**src/rtl/system_pkg.sv**
```systemverilog
// Shared definitions for the system ID checker block.
//   - FSM state encoding for the checker sequencer
//   - word addresses of the sysid slave registers
//   - counter widths for the stall/retry supervisor
package system_pkg;

  typedef logic [2:0] state_t;

  localparam state_t ST_IDLE  = 3'd0;
  localparam state_t ST_RD_ID = 3'd1;
  localparam state_t ST_RD_TS = 3'd2;
  localparam state_t ST_CMP   = 3'd3;
  localparam state_t ST_FIN   = 3'd4;

  localparam logic SYSID_ADDR_ID = 1'b0;
  localparam logic SYSID_ADDR_TS = 1'b1;

  // Stall counter covers TIMEOUT_CYCLES up to 65535, retry counter up to 15.
  localparam int TMO_W = 16;
  localparam int RTY_W = 4;

endpackage

```
**src/rtl/system_sysid_timeout.sv**
```systemverilog
// Stall/retry supervisor for one outstanding Avalon-MM read.
//   clock, reset : system clock, async active-high reset
//   clear        : restart both counters (new check or read accepted)
//   stall        : read strobe is high and the slave is stalling this cycle
//   expire       : this stalled cycle is the TIMEOUT_CYCLES-th of the attempt
//   exhausted    : expire with the retry budget already used up
module system_sysid_timeout
  import system_pkg::*;
#(
  parameter int TIMEOUT_CYCLES = 255,
  parameter int MAX_RETRIES    = 3
) (
  input  logic clock,
  input  logic reset,
  input  logic clear,
  input  logic stall,
  output logic expire,
  output logic exhausted
);

  localparam logic [TMO_W-1:0] STALL_LAST = TMO_W'(TIMEOUT_CYCLES - 1);
  localparam logic [RTY_W-1:0] RETRY_MAX  = RTY_W'(MAX_RETRIES);

  logic [TMO_W-1:0] stall_cnt;
  logic [RTY_W-1:0] retry_cnt;

  // Expiry only happens on a stalled cycle, so an accept in the same cycle
  // the count would be reached always wins.
  assign expire    = stall && (stall_cnt == STALL_LAST);
  assign exhausted = expire && (retry_cnt == RETRY_MAX);

  always_ff @(posedge clock or posedge reset) begin
    if (reset) begin
      stall_cnt <= '0;
      retry_cnt <= '0;
    end else if (clear) begin
      stall_cnt <= '0;
      retry_cnt <= '0;
    end else if (expire) begin
      // Each re-issued attempt gets a fresh stall budget.
      stall_cnt <= '0;
      if (!exhausted) retry_cnt <= retry_cnt + 1'b1;
    end else if (stall) begin
      stall_cnt <= stall_cnt + 1'b1;
    end
  end

endmodule

```
**config.mk**
```make
export PLATFORM = sky130hd
export DESIGN_NAME = system_sysid_timeout
export DESIGN_NICKNAME = d
export VERILOG_FILES = /design/src/rtl/system_pkg.sv /design/src/rtl/system_sysid_timeout.sv
export SDC_FILE = /design/constraint.sdc
export NUM_CORES = 1
export LEC_CHECK = 0
export ABC_AREA = 1
export CAP_MARGIN = 5
export CORE_MARGIN = 1
export CORE_UTILIZATION = 40
export CTS_BUF_LIST = sky130_fd_sc_hd__clkbuf_4 sky130_fd_sc_hd__clkbuf_8
export CTS_CLUSTER_SIZE = 25
export DETAILED_ROUTE_END_ITERATION = 6
export GPL_TIMING_DRIVEN = 0
export PLACE_DENSITY = 0.6
export SETUP_SLACK_MARGIN = 0.02
export SYNTH_ARGS = -nofsm -noshare
export SYNTH_HDL_FRONTEND = slang
export SYNTH_SLANG_ARGS = --single-unit
```
**constraint.sdc**
```tcl
create_clock -name clock -period 1.34 [get_ports clock]
set_input_delay 0.268 -clock clock [delete_from_list [all_inputs] [get_ports clock]]
set_output_delay 0.268 -clock clock [all_outputs]
set_load 0.01 [all_outputs]
```
==> run_results.csv, run 1 <==
group,metric,value,unit
setup_path,slowest_delay,0.40,ns
placement,dp_hpwl,2.06,mm
synthesis,synth_area_leaders,"dfrtp_1 (37%), nand2_1 (12%), nor2_1 (12%)",
power_and_ir_drop,power_frac_clock,0.343,
power_and_ir_drop,swShare,0.246,
setup_path,critPathBufInv,3,
clock_network,clk_latency,0.32,ns
synthesis,syn_inst,189,
clock_network,cts.path.max_buffers,2,
timing,slew_headroom,0.471,
setup_path,r2r_cells,12,
cells_and_area,nets,215,
run,timing.max_cap.violations,0,
floorplanning,dieArea,3620,µm²
timing,rsz0062_at_grt,"true",
cells_and_area,layout_commonest_cell,"nand2_1",
timing,worstMarginPinSlew,0.793,ns
cells_and_area,final_cell_mix,"nand2_1 (44), nor2_1 (40), inv_1 (24)",
synthesis,synth_top_cell_by_area,"dfrtp_1",
floorplanning,core,3130,µm²
global_route,grt_pass1_wl,5.11,mm
floorplanning,fp.dieH,60.2,µm
routing,ant_nets,0,
setup_path,cp.required,1.07,ns
clock_network,cts_buffers,3,
cells_and_area,stdcell_count,251,
power_and_ir_drop,internal_power,0.808,mW
run_status,violations,"setup timing",
routing,vias,1218,
global_route,busiest_layer,"met2",
cells_and_area,antenna_cells,0,
global_route,grt_pass1_vias,1167,
placement,place_ws,-0.846,ns
setup_path,regToRegEndpoint,"stall_cnt[14]$_DFFE_PP0P_",
timing,finClkSkew,0.0135,ns
routing,vias_per_cell,4.85,
global_route,use_met3,0.0195,
timing,fmax,571,MHz
global_route,gr-total-overflow,0,
synthesis,syn_area,1350,µm²
synthesis,synth_seq_cells,20,
power_and_ir_drop,seq_power_share,0.572,
clock_network,cts_tree,"built",
synthesis,avgSynthCellArea,7.16,µm²
timing,setup_slack,-0.413,ns
floorplanning,rows,20,
synthesis,syn_nets,196,
routing,drc,0,
routing,drt_iter0_drc,74,
routing,wl,2.96,mm
global_route,grtUsageMet2,0.316,
synthesis,yosysSeqAreaShare,0.370,
placement,place_inst,238,
cells_and_area,drive_gt1_frac,0.246,
setup_path,worstSetupEndpointType,"output port",
timing,finalCritPeriodShare,1.31,
power_and_ir_drop,p_per_area,667,nW/µm²
synthesis,synth_top_area_share,0.370,
synthesis,ys_types,28,
power_and_ir_drop,leakage,0.801,nW
global_route,grt_max_degree,21,
setup_path,crit_path_start_kind,"register",
placement,place_congestion,0.848,
timing,final-hold-violation-count,0,
setup_path,r2r_start,"stall_cnt[0]$_DFFE_PP0P_",
power_and_ir_drop,comb_power_share,0.086,
power_and_ir_drop,peakVddDrop,0.000378,V
setup_path,rrSetupSlack,-0.21,ns
setup_path,cp.arrival,1.48,ns
floorplanning,die_width,60.2,µm
global_route,met1_usage,0.259,
timing,drv_slew,0,
run_status,status,"finished with violations",
setup_path,path_delay_family,"flip-flops",
setup_path,crit_chain,"inv_1 > ha_2 > nand2_2 > clkinv_2 > nand2_4 > nor2_8 > nand2_8 > nor2_4 > buf_6",
floorplanning,start_util,0.432,
setup_path,worstSetupPathType,"reg2out",
placement,placement.io_buffers,5,
global_route,antenna_found_initial,0,
synthesis,ys_warn_count,0,
timing,setup_viol,22,
routing,routedWlPerCell,11.8,µm
global_route,track_usage,0.193,
setup_path,worst-path-max-fanout,2,
routing,drt_pass1_iterations,4,
clock_network,clock-sinks,20,
min_path,hold_path.class,"in2async",
clock_network,clkTransAtPathRegs,0.13,ns
floorplanning,ios,6,
cells_and_area,area_delta_synth_final,18.8,%
clock_network,cts-htree-levels,1,
setup_path,worst_path_max_delay_cell,"dfrtp_1",
timing,final.min_clock_period,1.75,ns
clock_network,clk_root_buffer_cell,"clkbuf_4",
clock_network,hold_buffers,0,
power_and_ir_drop,switchingPower,0.264,mW
## metrics by stage
stage	util	hold slack, ns	instance area, µm²	power, mW	TNS [ns]
floorplan	-	0.232	1360	0.674	-0.0298
global placement	0.469	0.526	1470	0.698	-6.89
detailed placement	0.469	0.533	1470	0.701	-7.02
CTS	0.504	0.410	1580	1.08	-4.16
global route	0.514	0.452	1610	1.12	-5.80
finish	0.514	0.379	1610	1.07	-3.36
## power groups by stage
stage | clock network (mW) | logic [mW] | registers, mW
global route | 0.403 | 0.105 | 0.614
detailed placement | 0 | 0.0729 | 0.628
finish | 0.367 | 0.0918 | 0.612
global placement | 0 | 0.0710 | 0.627
CTS | 0.381 | 0.0888 | 0.613
floorplan | 0 | 0.0479 | 0.626
## kinds of logic after synthesis
kind of cell | synth area share
buffers and inverters | 0.0870
adder cells (fa/ha/maj) | 0.0278
flip-flops | 0.370
AND/OR/NAND/NOR | 0.466
AO/OA/AOI/OAI | 0.0426
XOR/XNOR | 0.00648
## cells in the mapped netlist
cell type / instances
nor2_1: 42
nor3_1: 4
inv_2: 3
inv_4: 1
xor2_1: 1
clkinv_2: 2
nor3b_1: 1
dfrtp_1: 20
nand2_2: 5
nor3_2: 1
nor2_4: 2
nand2_1: 44
a211oi_1: 1
o22ai_1: 1
nand4_1: 6
inv_1: 24
o21ai_1: 2
nand3_1: 6
nand2_8: 1
o21ai_0: 4
nor2_2: 6
nor2_8: 1
o21ai_2: 1
a21oi_1: 1
nand2_4: 3
nand3_2: 2
ha_1: 3
nand3_4: 1
## sequential cells by signal (all words and copies together), names as in the netlist
register   count
retry_cnt      4
stall_cnt     16
## how the worst max path moves through the flow
stage / cells past startpoint / endpoint / slack (ns) / startpoint
2_1_floorplan: 8 / exhausted / -0.03 / stall_cnt[0]$_DFFE_PP0P_
3_3_place_gp: 8 / exhausted / -0.85 / stall
3_5_place_dp: 8 / exhausted / -0.85 / stall
4_1_cts: 9 / exhausted / -0.47 / stall_cnt[0]$_DFFE_PP0P_
5_1_grt: 9 / exhausted / -0.52 / stall_cnt[0]$_DFFE_PP0P_
6_report: 9 / exhausted / -0.41 / stall_cnt[0]$_DFFE_PP0P_
## cell type report
type                            count  area (µm²)
Timing Repair Buffer               13         110
Clock buffer                        4        36.3
Inverter                           30         120
Sequential cell                    20         500
Fill cell                         315        1520
Tap cell                           44        55.1
Multi-Input combinational cell    140         785
## metal layers
layer	wire length, µm	share of wire
met4	49	0.017
met3	64	0.022
met2	1420	0.48
met1	1420	0.48
met5	0	0
## repair_timing
action	4_1_cts	5_1_grt
setup buffers	7	1
pin swaps	3	5
gates cloned	1	0
hold endpoints to repair	0	0
resized for setup	12	8
endpoints found under the setup margin	22	22
(Power assumes the default switching activity.)
==> inputs of run 2 (changes only) <==
--- a/constraint.sdc
+++ b/constraint.sdc
@@ -3,2 +3,2 @@
 set_output_delay 0.268 -clock clock [all_outputs]
-set_load 0.01 [all_outputs]
+set_load 0.005 [all_outputs]
==> run_results.csv, run 2 (same netlist as run 1, synthesis figures left out) <==
group,metric,value,unit
routing,drt_pass1_iterations,5,
power_and_ir_drop,p_per_area,600,nW/µm²
placement,dp_hpwl,2.13,mm
run_status,violations,"setup timing",
cells_and_area,seq_area,500,µm²
global_route,track_usage,0.195,
clock_network,cts_buffers,3,
routing,drc,0,
floorplanning,core,3130,µm²
global_route,grt_pass1_vias,1155,
clock_network,cts_tree,"built",
run,timing.max_cap.violations,0,
global_route,grt_max_degree,21,
power_and_ir_drop,peakVddDrop,0.000359,V
clock_network,hold_buffers,0,
clock_network,clock-sinks,20,
timing,setup_tns,-5.29,ns
setup_path,cp.required,1.07,ns
setup_path,crit_chain,"inv_1 > ha_2 > nand2_4 > inv_4 > nand2_4 > nor2_8 > nand2_4 > nor2_2 > buf_2",
floorplanning,ios,6,
setup_path,worst_path_max_delay_cell,"dfrtp_1",
cells_and_area,area_delta_synth_final,24.7,%
setup_path,slowest_delay,0.39,ns
timing,rsz0062_at_grt,"true",
timing,fmax,583,MHz
cells_and_area,top_regs,"stall_cnt x16, retry_cnt x4",
cells_and_area,largest_reg_flops,16,
floorplanning,start_util,0.432,
floorplanning,fp.dieH,60.2,µm
placement,placement.io_buffers,5,
floorplanning,rows,20,
global_route,antenna_found_initial,0,
clock_network,clk_root_buffer_cell,"clkbuf_4",
placement,place_congestion,0.901,
setup_path,cp.arrival,1.45,ns
timing,finalCritPeriodShare,1.28,
placement,post_dp_cell_area,1460,µm²
routing,wl,3.08,mm
power_and_ir_drop,fin_total_pwr,1.01,mW
setup_path,path_delay_family,"flip-flops",
routing,vias_per_cell,4.81,
clock_network,cts.path.max_buffers,2,
cells_and_area,layout_commonest_cell,"nand2_1",
timing,finClkSkew,0.0100,ns
cells_and_area,final_cell_mix,"nand2_1 (40), nor2_1 (36), inv_1 (23)",
timing,final.min_clock_period,1.71,ns
routing,drt_iter0_drc,54,
cells_and_area,multiInputGateArea,832,µm²
cells_and_area,drive_gt1_frac,0.305,
global_route,gr-total-overflow,0,
timing,drv_slew,0,
min_path,hold_path.class,"in2async",
setup_path,worstSetupEndpointType,"output port",
cells_and_area,final.fill_count,315,
routing,ant_nets,0,
global_route,grt_pass1_wl,5.15,mm
cells_and_area,antenna_cells,0,
cells_and_area,finalInstanceArea,1690,µm²
clock_network,clkTransAtPathRegs,0.12,ns
setup_path,crit_top_cell,"nand2_4",
setup_path,critPathBufInv,3,
timing,slew_headroom,0.481,
clock_network,cts-htree-levels,1,
routing,vias,1221,
setup_path,crit_path_start_kind,"register",
timing,setup_slack,-0.374,ns
timing,setup_viol,22,
setup_path,worstSetupPathType,"reg2out",
cells_and_area,nets,219,
floorplanning,die_width,60.2,µm
power_and_ir_drop,leakage,0.840,nW
timing,final-hold-violation-count,0,
setup_path,rrSetupSlack,-0.30,ns
routing,routedWlPerCell,12.1,µm
timing,worstMarginPinSlew,0.778,ns
cells_and_area,top_register,"stall_cnt",
run_status,status,"finished with violations",
setup_path,worst-path-max-fanout,2,
clock_network,clk_latency,0.31,ns
floorplanning,dieArea,3620,µm²
==> run 2: changes by cell type in the layout (fill, tap and decap cells not counted), moves of 2 or more <==
cell,previous run,this run
buf_6,2,4
nand2_1,44,40
nand2_2,5,8
nor2_1,40,36
nor2_2,7,9
nor2_4,3,5
==> run 2: cell type report <==
type,instances,area share
timing repair buffer,17,0.0905
tap,44,0.0326
clock buffer,3,0.0134
sequential,20,0.297
inverter,30,0.0734
multi-input combinational,140,0.493
==> run 2: per-stage QoR <==
step	setup slack, ns	instances	utilization	hold WS [ns]
floorplan	0.0118	189	-	0.232
CTS	-0.394	252	0.506	0.429
finish	-0.374	254	0.539	0.386
detailed placement	-0.783	238	0.467	0.549
global route	-0.464	254	0.539	0.470
global placement	-0.776	238	0.467	0.532
==> run 2: timing repair <==
item,CTS,global route
setup buffers,10,2
cloned,1,0
gates resized for setup,19,23
pin swaps,7,9
endpoints found under the setup margin,22,22
==> run 2: where the power goes <==
part           switching, mW  internal (mW)  leakage (nW)
combinational         0.0651         0.0354         0.548
sequential           0.00342          0.609         0.278
clock                  0.194          0.105        0.0138
==> run 2: metal layers <==
layer  routed length (µm)  GRT usage
met4                   48     0.0797
met5                    0          0
met2                 1520      0.330
met3                   63     0.0195
met1                 1450      0.252
==> run 2: path summary, 6_finish.rpt <==
kind / startpoint / endpoint / cells past startpoint
worst min register to register: retry_cnt[1]$_DFFE_PP0P_ / retry_cnt[1]$_DFFE_PP0P_ / 2
worst max-delay path: stall_cnt[0]$_DFFE_PP0P_ / exhausted / 9
worst max register to register: stall_cnt[0]$_DFFE_PP0P_ / retry_cnt[3]$_DFFE_PP0P_ / 14
worst min-delay path: reset / stall_cnt[14]$_DFFE_PP0P_ / 2
min in group clock: retry_cnt[1]$_DFFE_PP0P_ / retry_cnt[1]$_DFFE_PP0P_ / 2
max in group asynchronous: reset / stall_cnt[8]$_DFFE_PP0P_ / 2
==> variant 1: new RTL, config.mk and constraints of run 2 <==
Compare `stall_cnt` against `STALL_LAST` with >= in place of ==.
--- a/src/rtl/system_sysid_timeout.sv
+++ b/src/rtl/system_sysid_timeout.sv
@@ -26,7 +26,7 @@
 
   // Expiry only happens on a stalled cycle, so an accept in the same cycle
   // the count would be reached always wins.
-  assign expire    = stall && (stall_cnt == STALL_LAST);
+  assign expire    = stall && (stall_cnt >= STALL_LAST);
   assign exhausted = expire && (retry_cnt == RETRY_MAX);
 
   always_ff @(posedge clock or posedge reset) begin
Check against the original RTL: same outputs for any inputs over 10 cycles, from zero or initial values and one cycle with reset high; that may be too few to reach the edited logic, so the function may still have changed.
==> variant 1 against run 2 <==
  * The flow still finishes with violations (negative setup slack)
  * Final area fell by 23%
  * Synthesized area fell by 26%
  * Sequential cell count did not move
  * Setup slack got worse by 0.035 ns
  * Total power rose by 23%
  * Cell count fell by 35%
  * Clock skew fell by 0.0025 ns
  * Routed wire length fell by 32%
==> variant 1: results (changes against run 2) <==
Power and ir drop
  – P_int: 0.968 mW (+29%)
  – Switching power: 0.280 mW (+6.5%)
  – Comb pwr share: 9.7% (-0.2 points)
  – VDD IR-drop max: 0.000527 V (+47%)

Yosys
  – Mapped Avg Cell Area: 8.60 µm² (+20%)
  – Net count after synthesis: 123 (-37%)
  – Sequential share of the synthesized area: 50.2% (+13 points)
  – Most frequent cells after synthesis: 25 x nor2_1, 20 x dfrtp_1, 17 x nand2_1, 16 x inv_1, 7 x nand3_1

Place
  – Area after DPL: 1080 µm² (-26%)
  – Detail Placement HPWL: 1280 µm (-40%)
  – Worst slack at placement: -0.574 ns (+0.209 ns)

Run status
  – Status: finished, violations left
  – Failing checks: negative setup slack

Route
  – 1st-iter DRT viols: 12 (-78%)
  – Met2 wire length: 1100 µm (-28%)
  – Post-DR wirelength/cell: 12.8 µm (+5.3%)

Worst setup path
  – Critical path's top delay family: simple AND/OR/NAND/NOR gates
  – Worst endpoint data arrival time: 1.48 ns (+0.03 ns)

GRT
  – Met3 usage: 4.09% (+2.1 points)
  – GR Layer Usage met2: 35.3% (+2.3 points)
  – Vias in the first global route: 844 (-27%)

Timing
  – Worst rel slew slack: 49.6% (+1.5 points)
  – Final setup vio count: 15 (-32%)
  – Fin worst setup slack: -0.409 ns (-0.0348 ns)

Layout
  – Fraction of layout cells with a size suffix above 1: 28.5% (-2.0 points)
-- variant 1: cell count changes after synthesis, sizes merged, moves of 2 or more --
| cell | delta |
|---|---|
| clkinv | -2 |
| nor2 | -22 |
| o21ai | -4 |
| inv | -12 |
| nand2 | -31 |
| xor2 | +2 |
| nor3 | -4 |
| nand3 | -2 |
-- variant 1: path summary, 6_finish.rpt --
kind / startpoint / endpoint / slack [ns] / cells after the start
min: reset / stall_cnt[3]$_DFFE_PP0P_ / 0.37 / 2
max reg2reg: stall_cnt[1]$_DFFE_PP0P_ / retry_cnt[0]$_DFFE_PP0P_ / -0.25 / 11
max in group asynchronous: reset / stall_cnt[13]$_DFFE_PP0P_ / 0.49 / 2
min reg2reg: stall_cnt[10]$_DFFE_PP0P_ / stall_cnt[10]$_DFFE_PP0P_ / 0.50 / 2
min in group clock: stall_cnt[10]$_DFFE_PP0P_ / stall_cnt[10]$_DFFE_PP0P_ / 0.50 / 2
max: stall_cnt[0]$_DFFE_PP0P_ / exhausted / -0.41 / 9
-- variant 1: cells by family after synthesis --
| logic type | share of synthesized area, % |
|---|---|
| adder cells (fa/ha/maj) | 3.76 |
| AND/OR/NAND/NOR | 32.1 |
| buffers and inverters | 7.15 |
| AO/OA/AOI/OAI | 3.26 |
| XOR/XNOR | 3.51 |
| flip-flops | 50.2 |
-- variant 1: area by class of cell --
type / instances / area share (%)
flip-flops and latches: 20 / 38.5
plain buffers: 1 / 0.865
multi-input cells: 80 / 38.8
inverters: 16 / 4.62
clock buffers: 3 / 1.73
clock inverters: 1 / 2.31
well taps: 28 / 2.69
repair buffers: 16 / 10.5
==> variant 2: new RTL, settings of run 2 <==
Made on the original files. The package constant `TMO_W` goes from 16 to 12.
--- a/src/rtl/system_pkg.sv
+++ b/src/rtl/system_pkg.sv
@@ -16,7 +16,7 @@
   localparam logic SYSID_ADDR_TS = 1'b1;
 
   // Stall counter covers TIMEOUT_CYCLES up to 65535, retry counter up to 15.
-  localparam int TMO_W = 16;
+  localparam int TMO_W = 12;
   localparam int RTY_W = 4;
 
 endpackage
Behaviour: no difference found for any inputs over 10 cycles, from zero or initial values and one cycle with reset high; that may be too few to reach the edited logic, so the function may still have changed.
==> variant 2 against run 2 <==
  * The flow still finishes with violations (negative setup slack)
  * Critical path depth fell by 1
  * Sequential power fell by 20%
  * Cell count fell by 33%
  * Total power fell by 12%
  * Non-clock buffer count fell by 8
  * Final area fell by 30%
  * Setup slack got worse by 0.10 ns
  * Sequential cell count fell by 4
  * Register-to-register slack improved by 0.22 ns
  * Routed wire length fell by 38%
  * First-iteration DRC count fell by 61%
  * Die area fell by 27%
  * Sequential share of layout area rose by 4.5 points
  * Synthesized area fell by 28%
==> variant 2: results (changes against run 2) <==
GRT
  – Vias in the first global route: 820 (-29%)
  – Global-route wire length before repair: 3480 µm (-32%)
  – Pin count of the biggest net entering global routing: 17 (-19%)
  – GRT Util Overall: 18.3% (-1.3 points)

Power and ir drop
  – Switching share of total power: 24.3% (-1.7 points)
  – PnR Total Power: 0.894 mW (-12%)
  – Sequential power share: 54.9% (-5.6 points)
  – Comb pwr share: 7.3% (-2.6 points)
  – VDD IR-drop max: 0.000583 V (+62%)

Run status
  – Failing checks: negative setup slack
  – Status: finished, violations left

Yosys
  – Synth area leaders: dfrtp_1 41%, nand2_1 11%, nor2_1 7.4%
  – Sequential share of the synthesized area: 41.3% (+4.3 points)
  – Mapped Avg Cell Area: 7.52 µm² (+5.0%)
  – Synth cell types: 21 (-25%)
  – Most frequent cells after synthesis: 29 x nand2_1, 19 x nor2_1, 17 x inv_1, 16 x dfrtp_1, 13 x nand3_1

Route
  – Vias after detailed routing: 831 (-32%)
  – 1st-iter DRT viols: 21 (-61%)

Layout
  – Fraction of layout cells with a size suffix above 1: 24.6% (-5.8 points)
  – Biggest registers after layout: stall_cnt (12), retry_cnt (4)
  – # nets final: 150 (-32%)

Timing
  – Fin worst setup slack: -0.475 ns (-0.101 ns)
  – Final setup vio count: 18 (-18%)
  – Worst rel slew slack: 59.7% (+12 points)

Worst setup path
  – R2R setup slack: -0.08 ns (+0.22 ns)
  – Worst endpoint data arrival time: 1.55 ns (+0.10 ns)
  – Reg2Reg Depth: 9 (-5)
  – R2R Path End: stall_cnt[6]$_DFFE_PP0P_

Place
  – Detail Placement HPWL: 1390 µm (-35%)
  – Area after DPL: 1050 µm² (-28%)
  – GP Congestion: 0.763 (-15%)
[variant 2: worst max-delay path, delay by kind of cell, from the launching register on]
kind                     cells  cell delay, ns
adder cells (fa/ha/maj)      1            0.18
AND/OR/NAND/NOR              4            0.39
flip-flops                   1            0.39
buffers and inverters        3            0.29
[variant 2: stage by stage]
stage               setup TNS, ns  util, %  hold WS, ns  setup slack [ns]
finish                      -1.77     52.0        0.324            -0.475
global route                -4.20     52.0        0.422            -0.567
CTS                         -1.99     50.2        0.358            -0.522
detailed placement          -6.48     46.8        0.532            -0.700
global placement            -6.28     46.8        0.521            -0.662
floorplan                       0        -        0.182            0.0397
[variant 2: timing repair]
item | 4_1_cts | 5_1_grt
pin swaps | 9 | 4
setup endpoints to repair | 18 | 18
gates resized for setup | 17 | 9
setup buffers | 3 | 1
[variant 2: kinds of logic (layout without fill, tap and decap cells)]
| kind of cell | after synthesis | count (layout) | share of synthesized area (%) |
|---|---|---|---|
| AND/OR/NAND/NOR | 79 | 79 | 39.4 |
| buffers and inverters | 19 | 32 | 7.36 |
| flip-flops | 16 | 16 | 41.3 |
| AO/OA/AOI/OAI | 9 | 9 | 5.42 |
| adder cells (fa/ha/maj) | 3 | 3 | 3.87 |
| XOR/XNOR | 3 | 3 | 2.71 |
[variant 2: routing by layer]
layer / up-vias / global-route usage (%) / part of all wire [%]
met5: - / 0 / 0
met2: 12 / 29.8 / 46
met1: 377 / 23.3 / 49
met4: 0 / 8.11 / 1.5
met3: 4 / 3.57 / 3.6
li1: 438 / - / -
[variant 2: area by class of cell]
type / count / area, µm²
clock buffers: 4 / 36.3
well taps: 28 / 35.0
multi-input cells: 94 / 544
repair buffers: 9 / 82.6
fillers: 224 / 1080
flip-flops and latches: 16 / 400
inverters: 19 / 73.8
